[src/rtl/mult8_seq_ctrl.sv]
// 8x8 unsigned multiply sequencer built on one 4x4 multiplier.
// Four nibble passes accumulate into a 16-bit product with start/busy/done.
module mult (
  input  logic [3:0] x,
  input  logic [3:0] y,
  output logic [7:0] z
);

  assign z = {4'h0, x} * {4'h0, y};

endmodule

module mult8_seq_ctrl #(
  parameter bit REG_PARTIAL = 1'b0
) (
  input  logic        clk,
  input  logic        rst,
  input  logic        start,
  input  logic [7:0]  a,
  input  logic [7:0]  b,
  output logic        busy,
  output logic        done,
  output logic [15:0] p
);

  typedef enum logic [1:0] {
    IDLE,
    RUN,
    DRAIN,
    DONE
  } state_t;

  state_t      state;
  logic [7:0]  opa;
  logic [7:0]  opb;
  logic [1:0]  step;
  logic [15:0] acc;
  logic [15:0] preg;

  logic [3:0]  nx;
  logic [3:0]  ny;
  logic [7:0]  prod;
  logic [15:0] part;
  logic [15:0] addend;
  logic [15:0] sum;

  // step[0] picks the high nibble of a, step[1] the high nibble of b
  always_comb begin
    nx = step[0] ? opa[7:4] : opa[3:0];
    ny = step[1] ? opb[7:4] : opb[3:0];
  end

  mult u_mult (
    .x(nx),
    .y(ny),
    .z(prod)
  );

  always_comb begin
    part = {8'h00, prod};
    unique case (step)
      2'd0:       part = {8'h00, prod};
      2'd1, 2'd2: part = {4'h0, prod, 4'h0};
      default:    part = {prod, 8'h00};
    endcase
  end

  assign addend = REG_PARTIAL ? preg : part;
  assign sum    = acc + addend;

  always_ff @(posedge clk) begin
    if (rst) begin
      state <= IDLE;
      busy  <= 1'b0;
      done  <= 1'b0;
      p     <= 16'h0000;
      opa   <= 8'h00;
      opb   <= 8'h00;
      step  <= 2'd0;
      acc   <= 16'h0000;
      preg  <= 16'h0000;
    end else begin
      done <= 1'b0;
      case (state)
        IDLE, DONE: begin
          if (start) begin
            opa   <= a;
            opb   <= b;
            acc   <= 16'h0000;
            step  <= 2'd0;
            preg  <= 16'h0000;
            state <= RUN;
            busy  <= 1'b1;
          end else begin
            state <= IDLE;
            busy  <= 1'b0;
          end
        end
        RUN: begin
          step <= step + 2'd1;
          acc  <= sum;
          if (REG_PARTIAL) preg <= part;
          if (step == 2'd3) begin
            if (REG_PARTIAL) begin
              state <= DRAIN;
            end else begin
              state <= DONE;
              busy  <= 1'b0;
              done  <= 1'b1;
              p     <= sum;
            end
          end
        end
        DRAIN: begin
          // preg holds the last partial; fold it in and publish
          acc   <= sum;
          p     <= sum;
          state <= DONE;
          busy  <= 1'b0;
          done  <= 1'b1;
        end
        default: begin
          state <= IDLE;
          busy  <= 1'b0;
        end
      endcase
    end
  end

endmodule

[config.mk]
export PLATFORM = sky130hd
export DESIGN_NAME = mult8_seq_ctrl
export DESIGN_NICKNAME = d
export VERILOG_FILES = /design/src/rtl/mult8_seq_ctrl.sv
export SDC_FILE = /design/constraint.sdc
export NUM_CORES = 1
export LEC_CHECK = 0
export BUFFER_PORTS_ARGS = -buffer_cell sky130_fd_sc_hd__buf_2
export CELL_PAD_IN_SITES_DETAIL_PLACEMENT = 1
export CELL_PAD_IN_SITES_GLOBAL_PLACEMENT = 1
export CORE_MARGIN = 2
export CORE_UTILIZATION = 44
export DETAILED_ROUTE_END_ITERATION = 10
export GPL_TIMING_DRIVEN = 0
export PLACE_DENSITY = 0.81
export SYNTH_ARGS = -nofsm -noshare
export SYNTH_HDL_FRONTEND = slang
export SYNTH_SLANG_ARGS = --single-unit
[constraint.sdc]
create_clock -name clk -period 5.5 [get_ports clk]
set_input_delay 0.275 -clock clk [delete_from_list [all_inputs] [get_ports clk]]
set_output_delay 0.275 -clock clk [all_outputs]
set_load 0.005 [all_outputs]
* After elaboration in Yosys (flattened, before gate mapping)
Index checks and enable logic that the tools add are counted.
Word-level totals: flip-flop bits (word level) 54, input bits 19
Cells by class: multiply operators 1, mux-type cells 17, equality and inequality tests 8, reduce and logical (&&, ||, !) cells 10, $add $sub $neg 2
Operators by type and width (number):
- $pmux W16 S2 | 3
- $mux W16 | 2
- $add A16 B16 Y16 | 1
- $eq A2 B2 Y1 const B | 4
- $mul A4 B4 Y8 | 1
- $mux W4 | 2
- $pmux W2 S3 | 1
- $reduce_and A2 Y1 | 3
- $reduce_or A2 Y1 | 3
- $eq A2 B1 Y1 const B | 2
- $logic_not A2 Y1 | 2
- $mux W1 | 4
- $mux W2 | 2
- $ne A2 B2 Y1 const B | 2
- $pmux W2 S2 | 1
- $reduce_bool A2 Y1 | 2
- $pmux W1 S3 | 1
- $add A2 B1 Y2 const B | 1
- $pmux W1 S2 | 1

* Longest topological paths before layout
depth after elaboration 6, mapped depth 21

* Hierarchy
A second synthesis with hierarchy kept.
Unflattened totals: cell total of the unflattened synthesis 422, area, all modules 3489.6 um^2
By module, submodules not included:
- mult8_seq_ctrl | instances 1, cells an instance 371, seq. area each 1081.0 um^2, area each 3040.4 um^2
- mult | instances 1, cells an instance 51, seq. area each 0.0 um^2, area each 449.2 um^2

* Least setup slack after synthesis
Ideal clock, no wire load.
path type register to register, from register step[0], to register acc[15], path slack 548 ps, path buffers 1, setup time 122 ps, clock period less this slack 4952 ps, stages on the path, launching flop included 21, required time 5378 ps, arrival time 4830 ps, cells stage by stage dfxtp_1 > clkbuf_1 > mux2i_1 > or2_2 > fa_1 > inv_1 > fa_1 > ha_1 > a211oi_1 > o21bai_1 > a21oi_1 > xnor2_1 > a21oi_1 > nor2_1 > ha_1 > o21a_1 > o2111a_1 > o21a_2 > or2_4 > xnor2_1 > a221o_1
On the way: longest elaborated chain between the ends 5, elaborated cells on any way between the ends 9
RTL lines:
- from (decl) | RTL line 36 | logic [1:0] step;
- from (signal assigned) | RTL line 100 | step <= step + 2'd1;
- $mux W4 (tied with other cells) | RTL line 49 | nx = step[0] ? opa[7:4] : opa[3:0];
- $mul A4 B4 Y8 or $reduce_or A2 Y1 (tied branches) | RTL line 9, 61
- $pmux W16 S2 * | RTL line 61 | unique case (step)
- $add A16 B16 Y16 * | RTL line 69 | assign sum = acc + addend;
- $pmux W16 S2 * | RTL line 84 | case (state)
- to (signal assigned) | RTL line 101 | acc <= sum;
- to (signal assigned) | RTL line 116 | acc <= sum;
- to (decl) | RTL line 37 | logic [15:0] acc;
Mark *: on every way between the ends. The rest lies on a longest branch, timed or not. A chain may end at the register's enable or synchronous reset.

* Worst setup path after layout
from register step[1], to register p[15]
On the way: longest elaborated chain between the ends 6, elaborated cells on any way between the ends 13
RTL lines:
- $mux W4 (tied with other cells) | RTL line 50 | ny = step[1] ? opb[7:4] : opb[3:0];
- $mul A4 B4 Y8 or $reduce_or A2 Y1 (tied branches) | RTL line 9, 61
- $pmux W16 S2 | RTL line 61
- $add A16 B16 Y16 | RTL line 69
- $mux W16 | RTL line 103 | if (step == 2'd3) begin
- $pmux W16 S2 | RTL line 84
- to (signal assigned) | RTL line 110 | p <= sum;
- to (signal assigned) | RTL line 117 | p <= sum;
- to (decl) | RTL line 23 | output logic [15:0] p
Several ways; a longest one is shown, not always the timed one. The select of a mux whose other input is x is not followed.

==> impl_metrics.toml <==
[status]
status = "finished clean"

[power_and_ir_drop]
peakVddDrop_v = 0.000159
seq_power_share = 0.391
p_leak_nw = 1.76
p_sw_frac = 0.403
p_int_mw = 0.729
clockPowerShare = 0.229
p_comb_frac = 0.380
cellPowerDensity_nw_per_um2 = 303
switchingPower_mw = 0.492

[layout]
design_area_um2 = 4020
regArea_um2 = 1080
fillers = 983
area_growth_pct = 14.2
nets = 526
multi_input_area_um2 = 2340
final_cell_mix = "nand2_1, dfxtp_1, a21oi_1"
diodes = 0
layout_commonest_cell = "nand2_1"
final_util = 0.521
drive_above_1_share = 0.167

[worst_setup_path]
path_class = "reg2reg"
path_max_fanout = 7
crit_chain = "clkbuf_2, mux2i_2, or2_2, fa_1, inv_1, fa_1, inv_1, fa_2, inv_1, a21o_1, a21oi_1, xnor2_2, a22o_1, ha_1, buf_2, a21o_1, a221o_1, or2_4, xnor3_1, a21oi_1"
crit_path_end_kind = "flop"
cp.buffers_inverters = 5
slowest_delay_ns = 0.57
cp-start-kind = "flop"
slowest_stage = "fa_1"
worstPathRequired_ns = 5.75
cpMostUsedCell = "inv_1"
path_delay_family = "adder cells"
worstPathArrival_ns = 5.53

[yosys]
synth_area_leaders = "dfxtp_1, ha_1, nand2_1, a21oi_1, nor2_1"
syn_nets = 483
synth.distinct_cells = 64
synth-main-ff-cell = "dfxtp_1"
synth.top_cell.area_share = 0.307
synth_edf_count = 0
ys_seq_area_frac = 0.307
synthCells = 428
synth_area_leader_cell = "dfxtp_1"
syn_avg_cell_area_um2 = 8.23
synth_area_um2 = 3520
ys_seq_elements = 54
yosys_warnings = 0
synthArstFlopShare = 0

[global_route]
grt_overflow = 0
grt_pass1_wl_um = 16200
grt_pass1_vias = 3253
antenna_found_initial = 0
grt_use_total = 0.234
grt_max_degree = 18

[placed_design]
globalplace.congestion = 0.862
portBuffers = 36
dp_slack_ns = -0.200
dp_hpwl_um = 7590
placed_area_um2 = 3830

[cts]
cts_tree = "built"
cts_hold_buf = 0
htree_levels = 2
clock-sinks = 54
cts_root_buf = "clkbuf_8"
clock_path_buffers = 2
cts_buffers = 5
clk_pin_slew_ns = 0.10
insertion_delay_ns = 0.32

[die]
die_w_um = 93.5
io_pins = 37
initial_core_util = 0.456
dieArea_um2 = 8740
coreArea_um2 = 7730
die_h_um = 93.5
row_count = 32

[routing]
vias = 3283
initialDrtViolationCount = 175
ant_nets = 0
firstDrtPassIters = 5
wire_per_inst_um = 17.5
drc = 0
routed_wl_um = 10100
routed_via_density = 5.72

[flow_run]
maxCapViolations = 0

[timing]
fmax_mhz = 189
layout_setup_ws_ns = 0.214
maxSlewHeadroom = 0.536
period_share = 0.961
finalCriticalPeriod_ns = 5.29
skew_ns = 0.00985
final_hold_viol_count = 0
slew_violations = 0
tightest_slew_ns = 0.693
final-setup-viol-count = 0
fin_tns_setup_ns = 0
hold_slack_ns = 0.190

[hold_path]
min_path_type = "in2reg"
[worst min-delay path, stage by stage]
cell	delay (ns)
buf_2	0.09
nand2_1	0.05
a21oi_1	0.05
[power by group through the flow]
stage          clock (mW)  sequential, mW  combinational (mW)
6_report            0.280           0.477               0.464
5_1_grt             0.302           0.485               0.516
4_1_cts             0.283           0.476               0.454
3_5_place_dp            0           0.478               0.456
3_3_place_gp            0           0.475               0.440
2_1_floorplan           0           0.472               0.317
[through the flow]
step,power (mW),std cells
after CTS,1.21,573
final,1.22,574
after global routing,1.30,574
after global placement,0.915,566
after detailed placement,0.934,566
after floorplan,0.789,428
[registers in the layout (all words and copies together), names as in the netlist]
name,cells
opa,8
p,16
step,2
done,1
opb,8
state,2
acc,16
busy,1
[final cells by class]
| class | count | share of cell area |
|---|---|---|
| buffer | 20 | 0.0227 |
| clock buffer | 5 | 0.0171 |
| clock inverter | 3 | 0.0109 |
| inverter | 22 | 0.0205 |
| multi-input combinational | 331 | 0.581 |
| sequential | 54 | 0.269 |
| tap | 102 | 0.0317 |
| timing repair buffer | 37 | 0.0466 |
[synthesized netlist by cell type (8+ instances only)]
| cell type | n |
|---|---|
| xnor2_1 | 11 |
| clkbuf_1 | 14 |
| inv_1 | 21 |
| a21o_1 | 9 |
| a22o_1 | 12 |
| mux2i_1 | 10 |
| o21ai_0 | 9 |
| and2_1 | 8 |
| dfxtp_1 | 54 |
| ha_1 | 31 |
| nand2_1 | 58 |
| a21oi_1 | 40 |
| nor2_1 | 36 |
[final timing paths]
path / start / end / slack, ns / depth (start not counted)
worst max register to register: step[1] / p[15] / 0.21 / 20
worst max-delay path: step[1] / p[15] / 0.21 / 20
worst min register to register: p[9] / p[9] / 0.46 / 2
worst min-delay path: b[5] / opb[5] / 0.19 / 3
[routing by layer]
metal	vias to the layer above	global-route usage	share of wire	wire length (um)
met4	0	0.0650	0.014	144
met1	1608	0.325	0.48	4790
met2	57	0.382	0.47	4770
li1	1606	-	-	-
met5	-	0	0	0
met3	12	0.0290	0.036	361
[what timing repair did]
action | 4_1_cts | 5_1_grt
buffers inserted | 0 | 1
endpoints found under the hold margin | 0 | 0
setup endpoints to repair | 5 | 6
gates resized for setup | 3 | 14
pin swaps | 0 | 5
[kinds of logic (layout without fill, tap and decap cells)]
logic type	count (synthesis)	after routing	share of synthesized area
DFF	54	54	0.307
and+or+nand+nor	153	153	0.207
adders and majority gates	36	36	0.139
xor gates and xnor gates	15	15	0.0412
AOI/OAI and AO/OA	116	116	0.224
muxes	11	11	0.0316
buffers and inverters	43	87	0.0501
Note: power is estimated with default switching activity, not from simulation.
